$ cat config.mk
export PLATFORM = sky130hd
export DESIGN_NAME = cursor_step_ctrl
export DESIGN_NICKNAME = d
export VERILOG_FILES = /design/src/rtl/cursor_ui_pkg.sv /design/src/rtl/ms_tick_gen.sv /design/src/rtl/cursor_step_ctrl.sv
export SDC_FILE = /design/constraint.sdc
export NUM_CORES = 1
export LEC_CHECK = 0
export ABC_AREA = 1
export ABC_CLOCK_PERIOD_IN_PS = 2400
export BUFFER_PORTS_ARGS = -buffer_cell sky130_fd_sc_hd__buf_2
export CORE_MARGIN = 10
export CORE_UTILIZATION = 40
export DETAILED_ROUTE_END_ITERATION = 6
export PLACE_DENSITY = 0.68
export RECOVER_POWER = 25
export SLEW_MARGIN = 20
export SYNTH_ARGS = -nofsm -noshare
export SYNTH_HDL_FRONTEND = slang
export SYNTH_SLANG_ARGS = --single-unit
export TNS_END_PERCENT = 1
$ cat constraint.sdc
create_clock -name clk -period 2.4 [get_ports clk]
set_input_delay 0.48 -clock clk [delete_from_list [all_inputs] [get_ports clk]]
set_output_delay 0.48 -clock clk [all_outputs]
set_load 0.02 [all_outputs]
$ cat src/rtl/cursor_ui_pkg.sv
`default_nettype none
// ============================================================================
// cursor_ui_pkg : direction codes, FSM state encoding and button priority
// Revision: 1.0  initial release
// ============================================================================
package cursor_ui_pkg;

   localparam logic [1:0] DIR_DOWN  = 2'd0;
   localparam logic [1:0] DIR_UP    = 2'd1;
   localparam logic [1:0] DIR_LEFT  = 2'd2;
   localparam logic [1:0] DIR_RIGHT = 2'd3;

   typedef enum logic [1:0] {
      S_IDLE = 2'd0,
      S_HOLD = 2'd1,
      S_SLOW = 2'd2,
      S_FAST = 2'd3
   } state_t;

   // btn is indexed by direction code; order matches the consumer's if/else chain
   function automatic logic [1:0] prio_dir(input logic [3:0] btn);
      if (btn[DIR_DOWN])
         return DIR_DOWN;
      else if (btn[DIR_UP])
         return DIR_UP;
      else if (btn[DIR_LEFT])
         return DIR_LEFT;
      else
         return DIR_RIGHT;
   endfunction

endpackage
`default_nettype wire

$ cat src/rtl/ms_tick_gen.sv
`default_nettype none
// ============================================================================
// ms_tick_gen : prescaler producing a one-cycle tick every TICK_DIV clocks
// Revision: 1.0  initial release
// ============================================================================
module ms_tick_gen #(
   parameter int TICK_DIV = 65000
) (
   input  logic clk,
   input  logic rst_n,
   input  logic clear,
   output logic tick
);

   localparam int CW = (TICK_DIV > 1) ? $clog2(TICK_DIV) : 1;
   localparam logic [CW-1:0] LAST = CW'(TICK_DIV - 1);

   logic [CW-1:0] cnt;

   always_ff @(posedge clk or negedge rst_n) begin
      if (!rst_n)
         cnt <= '0;
      else if (clear || (cnt == LAST))
         cnt <= '0;
      else
         cnt <= cnt + 1'b1;
   end

   assign tick = (cnt == LAST);

endmodule
`default_nettype wire

$ cat src/rtl/cursor_step_ctrl.sv
`default_nettype none
// ============================================================================
// cursor_step_ctrl : arrow buttons to rate-controlled step pulses with repeat
// Revision: 1.0  initial release
// ============================================================================
module cursor_step_ctrl
   import cursor_ui_pkg::*;
#(
   parameter int TICK_DIV   = 65000,
   parameter int HOLD_MS    = 400,
   parameter int REPEAT_MS  = 100,
   parameter int FAST_MS    = 20,
   parameter int FAST_AFTER = 8
) (
   input  logic       clk,
   input  logic       rst_n,
   input  logic       enable,
   input  logic       up,
   input  logic       down,
   input  logic       left,
   input  logic       right,
   output logic       up_step,
   output logic       down_step,
   output logic       left_step,
   output logic       right_step,
   output logic [1:0] held_dir,
   output logic       repeating
);

   localparam int MS_MAX = (HOLD_MS > REPEAT_MS) ?
                           ((HOLD_MS > FAST_MS) ? HOLD_MS : FAST_MS) :
                           ((REPEAT_MS > FAST_MS) ? REPEAT_MS : FAST_MS);
   localparam int MSW = (MS_MAX > 0) ? $clog2(MS_MAX + 1) : 1;
   localparam int RCW = (FAST_AFTER > 0) ? $clog2(FAST_AFTER + 1) : 1;

   localparam logic [MSW-1:0] HOLD_END   = MSW'(HOLD_MS);
   localparam logic [MSW-1:0] REPEAT_END = MSW'(REPEAT_MS);
   localparam logic [MSW-1:0] FAST_END   = MSW'(FAST_MS);
   localparam logic [RCW-1:0] RC_END     = RCW'(FAST_AFTER);

   if ((TICK_DIV <= 0) || (HOLD_MS <= 0) || (REPEAT_MS <= 0) || (FAST_MS <= 0)) begin : g_param_check
      $fatal(1, "cursor_step_ctrl: TICK_DIV, HOLD_MS, REPEAT_MS and FAST_MS must be nonzero");
   end

   state_t          state, state_nx;
   logic [1:0]      dir_nx, press_dir;
   logic [3:0]      btn, step_q, step_nx;
   logic [MSW-1:0]  ms_cnt, ms_inc, ms_nx;
   logic [RCW-1:0]  rep_cnt, rep_inc, rep_nx;
   logic            tick, tick_clr, held_btn;

   ms_tick_gen #(
      .TICK_DIV (TICK_DIV)
   ) u_tick (
      .clk   (clk),
      .rst_n (rst_n),
      .clear (tick_clr),
      .tick  (tick)
   );

   assign btn       = {right, left, up, down};
   assign press_dir = prio_dir(btn);
   assign held_btn  = btn[held_dir];
   assign ms_inc    = ms_cnt + MSW'(tick);
   assign rep_inc   = (rep_cnt == RC_END) ? rep_cnt : rep_cnt + 1'b1;

   always_comb begin
      state_nx = state;
      dir_nx   = held_dir;
      step_nx  = '0;
      ms_nx    = ms_inc;
      rep_nx   = rep_cnt;
      tick_clr = 1'b0;
      // Disable and release both win over a repeat that would fire this cycle
      if (!enable || ((state != S_IDLE) && !held_btn)) begin
         state_nx = S_IDLE;
         ms_nx    = '0;
         tick_clr = 1'b1;
      end else begin
         case (state)
            S_IDLE: begin
               ms_nx    = '0;
               tick_clr = 1'b1;
               if (|btn) begin
                  dir_nx            = press_dir;
                  step_nx[press_dir] = 1'b1;
                  state_nx          = S_HOLD;
               end
            end
            S_HOLD: begin
               if (tick && (ms_inc == HOLD_END)) begin
                  step_nx[held_dir] = 1'b1;
                  ms_nx             = '0;
                  tick_clr          = 1'b1;
                  rep_nx            = '0;
                  state_nx          = (FAST_AFTER == 0) ? S_FAST : S_SLOW;
               end
            end
            S_SLOW: begin
               if (tick && (ms_inc == REPEAT_END)) begin
                  step_nx[held_dir] = 1'b1;
                  ms_nx             = '0;
                  tick_clr          = 1'b1;
                  rep_nx            = rep_inc;
                  if (rep_inc == RC_END)
                     state_nx = S_FAST;
               end
            end
            S_FAST: begin
               if (tick && (ms_inc == FAST_END)) begin
                  step_nx[held_dir] = 1'b1;
                  ms_nx             = '0;
                  tick_clr          = 1'b1;
               end
            end
            default: state_nx = S_IDLE;
         endcase
      end
   end

   always_ff @(posedge clk or negedge rst_n) begin
      if (!rst_n) begin
         state    <= S_IDLE;
         held_dir <= DIR_DOWN;
         step_q   <= '0;
         ms_cnt   <= '0;
         rep_cnt  <= '0;
      end else begin
         state    <= state_nx;
         held_dir <= dir_nx;
         step_q   <= step_nx;
         ms_cnt   <= ms_nx;
         rep_cnt  <= rep_nx;
      end
   end

   assign down_step  = step_q[DIR_DOWN];
   assign up_step    = step_q[DIR_UP];
   assign left_step  = step_q[DIR_LEFT];
   assign right_step = step_q[DIR_RIGHT];
   assign repeating  = (state == S_SLOW) || (state == S_FAST);

endmodule
`default_nettype wire
## After elaboration in Yosys (flattened, before gate mapping)

Cells that the tools add are included.

- Latch bits: 0
- Register bits after elaboration: 37
- Memory bits (writable): 0
- Input port bits: 7
- Memories kept: 0
- Memory bits (read-only): 0
- Logic and storage cells: 84

- Eq/ne operators: 15
- Div/mod/pow operators: 0
- Multipliers: 0
- Mux-type cells: 36
- Bitwise operators: 1
- Shifts and indexed selects: 0
- Reduce and logical (&&, ||, !) cells: 19
- $lt $le $gt $ge: 4
- $add $sub $neg: 3

Operators with widths:

| operator | number |
|---|---|
| $mux W9 | 4 |
| $pmux W9 S4 | 1 |
| $mux W4 | 8 |
| $add A16 B1 Y16 const B | 1 |
| $eq A16 B16 Y1 const B | 1 |
| $mux W16 | 1 |
| $pmux W4 S4 | 1 |
| $mux W2 | 7 |
| $ne A3 B3 Y1 const B | 4 |
| $add A9 B1 Y9 | 1 |
| $eq A9 B5 Y1 const B | 1 |
| $eq A9 B7 Y1 const B | 1 |
| $eq A9 B9 Y1 const B | 1 |
| $eq A4 B4 Y1 const B | 2 |
| $mux W1 | 8 |
| $pmux W4 S2 | 1 |
| $logic_and A1 B1 Y1 | 6 |
| $lt A2 B3 Y1 const B | 2 |
| $pmux W2 S3 | 1 |
| $reduce_and A5 Y1 | 1 |
| $add A4 B1 Y4 const B | 1 |
| $demux W1 S2 | 2 |
| $eq A2 B2 Y1 const B | 2 |
| $ge A2 B1 Y1 const B | 2 |
| 13 further kinds | 18 |

## Depth between registers and ports, before layout

- Word-level depth: 10
- Mapped depth: 20

## Modules after synthesis

From an unflattened synthesis, not the netlist that was laid out.

- Cell total of the unflattened synthesis: 339
- Area total of the unflattened synthesis: 2433.6 µm²

Modules (own cells, without submodules):

| module | area each (µm²) | cells an instance | sequential area each (µm²) | instances |
|---|---|---|---|---|
| cursor_step_ctrl | 1531.5 | 220 | 525.5 | 1 |
| ms_tick_gen | 902.1 | 119 | 400.4 | 1 |

## Worst setup path after synthesis

No wires, ideal clock.

- Path kind: flip-flop to flip-flop
- From: register u_tick.cnt[0]
- To: register ms_cnt[2]
- Stages on the path, launching flop included: 18
- Required time: 2.277 ns
- Setup time: 0.123 ns
- Path buffers: 0
- Setup slack: -0.134 ns
- Arrival: 2.411 ns
- Period minus slack after synthesis: 2.534 ns
- Cell sequence: dfrtp_1 > ha_1 > nand2_1 > nor2_1 > nand2_1 > nor2_8 > ha_1 > ha_1 > nor2_1 > nand3_1 > nor2_2 > nand2_1 > nor2_1 > nand2_2 > nand2_4 > nand2_4 > o21bai_4 > nor2_2

- Word-level cells in the longest chain between the ends: 7
- Elaborated cells between the ends (all ways): 13
- Classes of those cells: 1 x add/sub; 4 x eq/ne; 5 x mux; 3 x reduce/logical

RTL lines:

| what | RTL line | RTL |
|---|---|---|
| start: declaration | ms_tick_gen.sv:18 | `logic [CW-1:0] cnt;` |
| start signal: assignment | ms_tick_gen.sv:26 | `cnt <= cnt + 1'b1;` |
| $eq A16 B16 Y1 (*) | ms_tick_gen.sv:29 | `assign tick = (cnt == LAST);` |
| $add A9 B1 Y9 | cursor_step_ctrl.sv:64 | `assign ms_inc = ms_cnt + MSW'(tick);` |
| $eq A9 B5 Y1 (tied with other cells) | cursor_step_ctrl.sv:110 | `if (tick && (ms_inc == FAST_END)) begin` |
| $logic_and A1 B1 Y1, on equally long branches | cursor_step_ctrl.sv:110, cursor_step_ctrl.sv:91, cursor_step_ctrl.sv:100 |  |
| $mux W9, on equally long branches | cursor_step_ctrl.sv:110, cursor_step_ctrl.sv:91, cursor_step_ctrl.sv:100 |  |
| $pmux W9 S4 (*) | cursor_step_ctrl.sv:80 | `case (state)` |
| $mux W9 (*) | cursor_step_ctrl.sv:75 | `if (!enable \|\| ((state != S_IDLE) && !held_btn)) begin` |
| named net ms_nx[2] | cursor_step_ctrl.sv:48 | `logic [MSW-1:0] ms_cnt, ms_inc, ms_nx;` |
| end signal: assignment | cursor_step_ctrl.sv:132 | `ms_cnt <= ms_nx;` |
| end: declaration | cursor_step_ctrl.sv:48 |  |

Mark *: on every way through the listed nets, which the timed path passes. The rest lies on a longest branch.
A chain may end at the register's enable or synchronous reset.

## Worst setup path after layout

- From: register u_tick.cnt[0]
- To: register rep_cnt[2]

- Word-level cells in the longest chain between the ends: 6
- Elaborated cells between the ends (all ways): 9
- Classes of those cells: 1 x add/sub; 5 x eq/ne; 3 x reduce/logical

RTL lines:

| what | RTL line | RTL |
|---|---|---|
| $eq A16 B16 Y1 (*) | ms_tick_gen.sv:29 |  |
| $add A9 B1 Y9 | cursor_step_ctrl.sv:64 |  |
| $eq A9 B7 Y1 / $eq A9 B9 Y1 (equally long branches) | cursor_step_ctrl.sv:100, cursor_step_ctrl.sv:91 |  |
| $logic_and A1 B1 Y1, on equally long branches | cursor_step_ctrl.sv:100, cursor_step_ctrl.sv:91 |  |
| $ne A2 B2 Y1 (no line) | -- |  |
| $reduce_and A4 Y1 (no line) (*) | -- |  |
| end signal: assignment | cursor_step_ctrl.sv:133 | `rep_cnt <= rep_nx;` |
| end: declaration | cursor_step_ctrl.sv:49 | `logic [RCW-1:0] rep_cnt, rep_inc, rep_nx;` |

Every way passes the cells marked *; elsewhere a longest branch is shown, timed or not.

==> key figures <==
Status
  • Outcome: complete, but fails checks
  • Failing checks: capacitance limit, slew limit, setup timing

Final layout
  • Post-route insts no fill: 471
  • Ant. Diodes: 0
  • Layout overhead on the synthesized area: 26.2%
  • Fraction of final layout cells sized beyond drive strength 1: between 20% and 30%
  • Fin area: 3150 um2
  • # fillers: 548
  • Post-layout nets: 411

Synth
  • Synth warn: 0
  • Library cells used by synthesis: 34
  • Flops & latches, synth: 37
  • Number of synthesized flops with an enable pin: 0
  • Synth Flop Type: dfrtp_1
  • Post-synth net total: 359
  • Mean Syn Cell Area: roughly 7.3 um2
  • Syn Inst Count: around 340
  • Ys async rst share: 100%
  • Synth Cell Area: between 2000 and 2500 um2
  • Post-synthesis sequential area ratio: 37.1%

Clock tree
  • Clock sink count: 37
  • Worst skew pair latency: 0.30 ns
  • Root buf cell: clkbuf_8
  • CTS tree: done
  • Reg clk slew, reported paths: 0.08 ns
  • CTS buffer count: 5
  • CTS Buffer Depth: 2
  • H-tree depth reported by CTS: 2

Die
  • FP Rows: 28
  • IO Count: 14
  • Horiz. Die Dim: 99.0 um
  • Die area: 9790 um2
  • Die height: 99.0 um
  • Initial Utilization: 41.6%
  • CORE AREA: 5990 um2

Placed design
  • Cells after DPL: roughly 460
  • IO buf count: 13
  • GP Congestion: 0.828
  • Pre-CTS setup slack: -0.133 ns
  • Hpwl dp: 4.20 mm
  • DP Area: 2890 um2

STA
  • Worst Tran Pin Value: 1.93 ns
  • Final Worst Setup Slack: -0.108 ns
  • Clock skew: 0.0127 ns
  • Unrepaired setup endpoints after global routing: yes
  • Fmax: 0.399 GHz
  • Fin crit share: 105%
  • Final Setup Violations: 13
  • Final hold violation count: 0
  • Slew HR: -28.8%
  • Max-slew violations: 38
  • Min cycle time layout: 2.51 ns

Min path
  • Hold Path Origin: right
  • Hold WC Path Type: primary input to register
  • Hold Crit Depth: 3
  • Hold Path End: step_q[3]$_DFF_PN0_

GRT
  • Number of global-route vias before repair: 2136
  • Gr ovfl total: 0
  • GR Util All Layers: 11.4%
  • First-pass GRT wire length: 9.45 mm
  • Largest net degree at the start of global routing: 38
  • Initial antenna violation count: 0

Power and ir drop
  • P per Cell Area: 588 nW/um2
  • Switching power: between 600 and 700 uW
  • Clock network power share: 29.3%
  • VDD IR max: 413 uV
  • Leakage power: 0.00148 uW
  • Combinational Power Share: a little under a third
  • Internal power: 1190 uW
  • Switching Share: 35.7%
  • Flop pwr share: 39.8%

Worst setup path
  • Reg2Reg Depth: 20
  • Slowest-stage cell, CP: dfrtp_1
  • CP top delay family: simple AND/OR/NAND/NOR gates
  • CP endpoint kind: register
  • Crit path buf inv count: 3
  • CP most frequent cell: nand2_2
  • Worst Path Max Fanout: 8
  • Crit start category: register
  • Largest stage delay, worst path: 0.39 ns
  • Critical path required time: 2.58 ns
  • Worst Path Arrival: 2.69 ns
  • Reg-to-reg startpoint: u_tick.cnt[0]$_DFF_PN0_
  • Critical-path cell list: ha_2 > nand2_2 > nor2_2 > nand2_2 > nor2_8 > ha_4 > ha_4 > nand2_4 > clkinv_1 > nand2_1 > nand2_2 > inv_1 > nand2_2 > nor2_1 > nand2_1 > nand2_2 > buf_6 > nand3_4 > nand2_1 > o21ai_1
  • FF-to-FF setup slack: -0.11 ns
  • Critical path class: register to register
  • FF-to-FF End: rep_cnt[2]$_DFFE_PN0P_

Job
  • # Max-Cap Violations: 1

Routing
  • First-iteration detailed-routing DRC count: 147
  • Pre-antenna DRT Iters: 4
  • Total Wirelength: 5.68 mm
  • Routed len/inst: 12.1 um
  • Via count: around 2300
  • Remaining DRCs: 0
  • DR vias/cell: 4.83
  • Final ANT Viol Nets: 0
==> cells in the final DEF, fill, tap and decap left out, types with 2 or more instances in the layout <==
cell / n
a21oi_1: 8
o21ai_0: 12
nand4_1: 4
nand2_2: 17
clkbuf_8: 5
nand3_2: 5
nor2_1: 43
nand3_1: 28
nor3_1: 8
xor2_1: 4
nand2_4: 5
buf_4: 31
dfrtp_1: 37
nand2_1: 65
buf_2: 12
nor2_4: 6
ha_4: 2
ha_1: 6
nor2_2: 12
buf_6: 2
nand3_4: 2
inv_2: 2
o21ai_1: 6
inv_1: 51
a31oi_1: 2
==> how the worst max path moves through the flow <==
stage	endpoint	start	depth (start not counted)
final	rep_cnt[2]$_DFFE_PN0P_	u_tick.cnt[0]$_DFF_PN0_	20
after global routing	rep_cnt[2]$_DFFE_PN0P_	u_tick.cnt[0]$_DFF_PN0_	20
after CTS	rep_cnt[0]$_DFFE_PN0P_	u_tick.cnt[0]$_DFF_PN0_	19
after detailed placement	rep_cnt[0]$_DFFE_PN0P_	u_tick.cnt[0]$_DFF_PN0_	19
after global placement	ms_cnt[2]$_DFF_PN0_	u_tick.cnt[0]$_DFF_PN0_	18
after floorplan	ms_cnt[2]$_DFF_PN0_	u_tick.cnt[0]$_DFF_PN0_	18
==> worst min-delay path, cell delays in order <==
cell,delay (ns)
buf_2,0.10
nand3_1,0.06
o21ai_0,0.07
==> synthesized netlist by cell type, types with 2 or more instances <==
library cell | instances | area (um2)
nand2_1 | 72 | 270
inv_1 | 51 | 191
nor2_1 | 47 | 176
dfrtp_1 | 37 | 926
nand3_1 | 32 | 160
o21ai_0 | 13 | 65.1
nand2_2 | 12 | 75.1
nor3_1 | 10 | 50.1
a21oi_1 | 9 | 45.0
ha_1 | 9 | 113
nor2_2 | 9 | 56.3
nor2_4 | 5 | 56.3
o21ai_1 | 5 | 25.0
nand4_1 | 4 | 25.0
xor2_1 | 4 | 35.0
nand2_4 | 3 | 33.8
a31oi_1 | 2 | 12.5
inv_2 | 2 | 7.51
nand3_2 | 2 | 20.0
==> cell families (layout without fill, tap and decap cells) <==
logic type	count (synthesis)	count (layout)	share of synthesized area [%]
and+or+nand+nor	203	203	39.8
buffers and inverters	56	109	8.63
DFF	37	37	37.1
AOI/OAI and AO/OA	33	33	8.13
adders and majority gates	9	9	4.52
xor gates and xnor gates	5	5	1.76
==> final cells by class <==
cell class	instances	area, um2	area share (%)
Clock inverter	3	46.3	1.47
Inverter	54	203	6.44
Tap cell	75	93.8	2.98
Multi-Input combinational cell	250	1470	46.7
Sequential cell	37	926	29.4
Timing Repair Buffer	47	339	10.8
Clock buffer	5	68.8	2.19
==> repair_timing <==
item,4_1_cts,5_1_grt
endpoints found under the hold margin,0,0
cloned,0,0
pin swaps,13,17
setup endpoints to repair,16,17
setup buffers,4,3
resized for setup,9,14
hold buffers,0,0
==> sequential cells by signal, summed over array words and instances, names as in the netlist <==
signal	count
step_q	4
u_tick.cnt	16
held_dir	2
state	2
ms_cnt	9
rep_cnt	4
==> power groups by stage <==
| stage | clock network (uW) | registers [uW] | logic, uW |
|---|---|---|---|
| after floorplan | 0 | 766 | 357 |
| after global placement | 0 | 741 | 545 |
| after detailed placement | 0 | 745 | 558 |
| after CTS | 562 | 735 | 569 |
| after global routing | 580 | 746 | 642 |
| final | 542 | 736 | 572 |
==> routing by layer <==
layer  track usage, %  up-vias  share of wire, %
met5                0        -                 0
met2             18.8       36                49
met1             14.5     1050                47
met3             2.09        5               2.6
li1                 -     1186                 -
met4             3.97        0               1.1
==> metrics by stage <==
stage | total power, uW | util (%) | hold slack, ns | TNS [ns]
after floorplan | 1120 | - | 0.184 | 0
after global placement | 1290 | 48.2 | 0.518 | -0.180
after detailed placement | 1300 | 48.2 | 0.523 | -1.62
after CTS | 1870 | 51.2 | 0.297 | -0.234
after global routing | 1970 | 52.5 | 0.477 | -4.15
final | 1850 | 52.5 | 0.467 | -1.16
No activity file was read; power rests on OpenSTA's default activity.
